$ cat config.mk
export PLATFORM = sky130hd
export DESIGN_NAME = ex_share_arbiter
export DESIGN_NICKNAME = d
export VERILOG_FILES = /design/src/rtl/ex_share_arbiter.sv
export SDC_FILE = /design/constraint.sdc
export NUM_CORES = 1
export LEC_CHECK = 0
export ABC_AREA = 1
export CAP_MARGIN = 40
export CORE_MARGIN = 1.5
export CORE_UTILIZATION = 40
export DETAILED_ROUTE_END_ITERATION = 16
export GPL_TIMING_DRIVEN = 0
export PLACE_DENSITY_LB_ADDON = 0.3
export SLEW_MARGIN = 40
export SYNTH_ARGS = -nofsm -noshare
export SYNTH_HDL_FRONTEND = slang
export SYNTH_SLANG_ARGS = --single-unit
export TNS_END_PERCENT = 100
$ cat constraint.sdc
create_clock -name clk -period 8.59 [get_ports clk]
set_clock_uncertainty 0.1 [all_clocks]
set_input_delay 1.718 -clock clk [delete_from_list [all_inputs] [get_ports clk]]
set_output_delay 1.718 -clock clk [all_outputs]
set_load 0.005 [all_outputs]
$ cat src/rtl/ex_share_arbiter.sv
// ex_share_arbiter: round-robin, credit-flow-controlled sharing of one combinational ex unit with a registered tagged response.
module ex_share_arbiter #(
    parameter int NUM_REQ = 4,
    parameter int CREDITS = 2,
    parameter int DW = 8,
    parameter int RW = 9,
    parameter int IDW = $clog2(NUM_REQ)
) (
    input  logic                  clk,
    input  logic                  rst,
    input  logic [NUM_REQ-1:0]    req_valid,
    input  logic [NUM_REQ*DW-1:0] req_data,
    output logic [NUM_REQ-1:0]    req_ready,
    output logic [DW-1:0]         ex_operand,
    input  logic [RW-1:0]         ex_result,
    output logic                  rsp_valid,
    output logic [IDW-1:0]        rsp_id,
    output logic [RW-1:0]         rsp_data,
    input  logic [NUM_REQ-1:0]    credit_return,
    output logic                  credit_err
);
    localparam int CW = $clog2(CREDITS + 1);
    logic [NUM_REQ-1:0] grant, eligible;
    logic [IDW-1:0] gidx, ptr_q, ptr_d, rsp_id_q, rsp_id_d;
    logic [RW-1:0] rsp_data_q, rsp_data_d;
    logic rsp_valid_q, rsp_valid_d, credit_err_q, credit_err_d;
    logic [CW-1:0] credit_q [NUM_REQ];
    logic [CW-1:0] credit_d [NUM_REQ];
    int idx;
    always_comb begin
        grant = '0;
        gidx = '0;
        idx = 0;
        eligible = '0;
        for (int i = 0; i < NUM_REQ; i++) eligible[i] = req_valid[i] && credit_q[i] != '0;
        for (int k = 0; k < NUM_REQ; k++) begin
            idx = int'(ptr_q) + k;
            if (idx >= NUM_REQ) idx = idx - NUM_REQ;
            if (grant == '0 && eligible[idx] && !rst) begin
                grant[idx] = 1'b1;
                gidx = IDW'(idx);
            end
        end
        ex_operand = grant != '0 ? req_data[int'(gidx)*DW +: DW] : '0;
        ptr_d = grant != '0 ? (gidx == IDW'(NUM_REQ - 1) ? '0 : gidx + 1'b1) : ptr_q;
        rsp_valid_d = grant != '0;
        rsp_id_d = grant != '0 ? gidx : rsp_id_q;
        rsp_data_d = grant != '0 ? ex_result : rsp_data_q;
        credit_err_d = credit_err_q;
        for (int i = 0; i < NUM_REQ; i++) begin
            credit_d[i] = (grant[i] && !credit_return[i]) ? credit_q[i] - 1'b1 :
                          (!grant[i] && credit_return[i] && credit_q[i] != CW'(CREDITS)) ? credit_q[i] + 1'b1 :
                          credit_q[i];
            if (!grant[i] && credit_return[i] && credit_q[i] == CW'(CREDITS)) credit_err_d = 1'b1;
        end
    end
    always_ff @(posedge clk) begin
        if (rst) begin
            ptr_q <= '0;
            rsp_valid_q <= 1'b0;
            rsp_id_q <= '0;
            rsp_data_q <= '0;
            credit_err_q <= 1'b0;
            for (int i = 0; i < NUM_REQ; i++) credit_q[i] <= CW'(CREDITS);
        end else begin
            ptr_q <= ptr_d;
            rsp_valid_q <= rsp_valid_d;
            rsp_id_q <= rsp_id_d;
            rsp_data_q <= rsp_data_d;
            credit_err_q <= credit_err_d;
            for (int i = 0; i < NUM_REQ; i++) credit_q[i] <= credit_d[i];
        end
    end
    assign req_ready = grant;
    assign rsp_valid = rsp_valid_q;
    assign rsp_id = rsp_id_q;
    assign rsp_data = rsp_data_q;
    assign credit_err = credit_err_q;
endmodule

==> summary.md <==
| Metric | Value |
|---|---|
| Count of final setup violators | `0` |
| Internal power | `659 uW` |
| Final Cell Area | `0.00316 mm^2` |
| Async set-reset flop share out of synthesis | `0%` |
| Dominant cell type by area after synthesis | `dfxtp_1` |
| RSZ-0062 raised after global routing | `false` |
| Resize count post-CTS | `0` |
| Power per cell area | `423 mW/mm^2` |
| Core footprint | `0.00551 mm^2` |
| Top-Level Pins | `76` |
| DIE WIDTH | `78.3 um` |
| WS Path Type | `primary input to primary output` |
| HPWL after DPL | `4500 um` |
| Top post-synthesis cells by area | `dfxtp_1, nand2_1, nand3_1` |
| # fillers | `537` |
| Initial antenna violation count | `0` |
| Final Max Slew Viols | `0` |
| DRT Wirelength | `5720 um` |
| Wire per inst | `11.2 um` |
| TritonCTS clock tree | `built` |
| MaxCap Viol Count | `0` |
| Hold WS | `391 ps` |
| Worst hold stages | `2` |
| Latest clock arrival within the worst-skew pair | `270 ps` |
| Worst setup path endpoint | `ex_operand[5]` |
| Data required, critical path | `6770 ps` |
| R2R cell count | `20` |
| CTS root buf | `clkbuf_8` |
| Overflow left after global routing | `0` |
| Vias | `2,420` |
| Mapped Cells | `361` |
| ANT nets after route | `0` |
| Crit Reg-Reg Startpoint | `ptr_q[1]` |
| Post-CTS setup buffers | `0` |
| Via/cell ratio | `4.73` |
| Peak supply drop | `0.000210 V` |
| Final net count | `500` |
| Area after DPL | `0.00311 mm^2` |
| Share of layout cells above drive strength 1 | `16.1%` |
| H-tree depth | `1` |
| Clock transition at path regs | `90 ps` |
| Synth top area share | `20.3%` |
| Final hold vios | `0` |
| Tcrit/Tclk final | `78.6%` |
| Die Y | `78.3 um` |
| Initial drt markers | `138` |
| Total Routing Usage GR | `19.4%` |
| Diode count | `0` |
| Residual DRC count | `0` |
| CP arrival | `4930 ps` |
| Crit. Startpoint | `rst` |
| Hold_buf cts | `0` |
| Switch Pwr | `679 uW` |
| R2r endpoint | `rsp_data[4]` |
| Mapped Avg Cell Area | `6.29 um^2` |
| HP Class | `flop to flop` |
| Post-synthesis sequential area ratio | `20.3%` |
| Slew HR | `73.5%` |
| Port bufs | `75` |
| Crit path launch type | `primary input` |
| Worst-margin pin slew | `395 ps` |
| Outcome | `completed` |
| Worst setup EP type | `primary output` |
| Post-synth EDFFs | `0` |
| Final core occ | `57.4%` |
| Ys Warns | `0` |
| Combinational Power Share | `80.9%` |
| Drt pass-1 iters | `4` |
| Yosys cell types | `28` |
| Vias in the first global route | `2,258` |
| Worst Path Max Fanout | `10` |
| Placer Congestion | `0.910` |
| Die area | `0.00613 mm^2` |
| Mapped cell area | `0.00227 mm^2` |
| Syn_nets | `420` |
| Clock network fraction of total power | `5.4%` |
| Initial Utilization | `41.2%` |
| Final setup TNS | `0 ps` |
| First-pass GRT wire length | `9670 um` |
| Fmax | `148 MHz` |
| Largest net degree at the start of global routing | `15` |
| Top FF cell, synth | `dfxtp_1` |
| Flops & latches, synth | `23` |
| Worst reg-to-reg setup slack | `5200 ps` |
| Flop pwr share | `13.7%` |
| Longest Clk Path Bufs | `2` |
| Clk sinks | `23` |
| Leak | `0.00152 uW` |
| Fin crit period | `6750 ps` |
| Synth-to-Final Area Change | `39.2%` |
| Num CTS Buffers | `3` |
| Rows | `27` |
| Switching Share | `50.8%` |
==> cell usage after synthesis (7+ instances only) <==
cell / number
nand4_1: 8
nand3_2: 12
nand3_1: 51
a21oi_1: 7
inv_1: 53
nand3b_1: 9
dfxtp_1: 23
nor2_1: 34
a21oi_2: 8
ha_1: 8
nand2_1: 90
nand2_2: 12
inv_2: 10
==> worst min-delay path by stage <==
stage	slack, ps	from	to
final	390	rsp_id[0]	rsp_id[0]
after CTS	390	rsp_id[0]	rsp_id[0]
after detailed placement	370	rsp_id[0]	rsp_id[0]
after floorplan	370	credit_q[0][1]	credit_q[0][1]
after global placement	370	rsp_id[0]	rsp_id[0]
after global routing	420	rsp_id[0]	rsp_id[0]
==> per-layer routing <==
metal  vias to the layer above  GRT usage (%)  part of all wire, %
met5                         -              0                    0
met4                         0           3.93                  1.0
met3                         7           5.00                  6.7
met2                        67           34.1                   46
met1                      1046           23.7                   46
li1                       1300              -                    -
==> kinds of logic after synthesis <==
family	share of synthesized area, %
AO/OA/AOI/OAI	7.77
adder cells (fa/ha/maj)	4.41
buffers and inverters	14.6
flip-flops	20.3
AND/OR/NAND/NOR	53.0
==> state kept, by name (all words and copies together) (netlist names) <==
signal	cells
rsp_data	9
credit_q	8
rsp_id	2
ptr_q	2
rsp_valid	1
credit_err	1
==> critical path: stages <==
cell	delay (ps)
clkdlybuf4s50_1	600
inv_1	160
nand3_1	120
nor2_1	70
nor2_2	170
nand3_1	110
nand2_2	110
nor2_4	50
nand4_1	120
nand2_2	90
nor2_4	270
nand2_2	120
nand2_1	90
nand2_2	130
buf_6	180
nand2_1	50
nand3_1	80
a21oi_2	170
clkdlybuf4s50_1	510
==> cell usage in the layout, fill, tap and decap left out, types with 2 or more instances in the layout <==
master           instances
nor2_8                   2
nor2_1                  34
a21oi_1                  7
o21ai_0                  6
dfxtp_1                 23
nand3_2                 12
nand4_1                  8
nand3b_1                 9
nor2_2                   3
clkbuf_8                 3
a21oi_2                  8
nand2_2                 12
buf_6                    3
inv_1                   53
nand3_1                 51
ha_1                     8
inv_6                    2
nor2_4                   5
nand2_1                 90
clkdlybuf4s50_1         75
inv_2                   10
nand2_4                  3
buf_4                    3
o21ai_1                  3
==> final cells by class <==
class / count / area [um^2] / area share, %
Clock buffer: 3 / 41.3 / 1.31
Sequential cell: 23 / 460 / 14.6
Multi-Input combinational cell: 265 / 1480 / 46.8
Clock inverter: 1 / 7.51 / 0.238
Inverter: 65 / 254 / 8.04
Buffer: 8 / 76.3 / 2.42
Tap cell: 72 / 90.1 / 2.85
Timing Repair Buffer: 75 / 751 / 23.8
==> power groups by stage <==
stage	Sequential (uW)	Clock, uW	Combinational (uW)
floorplan	183	0	741
global placement	185	0	1070
detailed placement	185	0	1090
CTS	183	73.6	1090
global route	189	79.0	1200
finish	184	72.1	1080
==> stage by stage <==
| step | total power, uW | cells | setup WS [ps] |
|---|---|---|---|
| final | 1340 | 512 | 1840 |
| after global placement | 1260 | 508 | 1910 |
| after global routing | 1470 | 512 | 1580 |
| after floorplan | 924 | 361 | 3270 |
| after detailed placement | 1270 | 508 | 1870 |
| after CTS | 1350 | 512 | 1850 |
No activity file was read; power rests on OpenSTA's default activity.
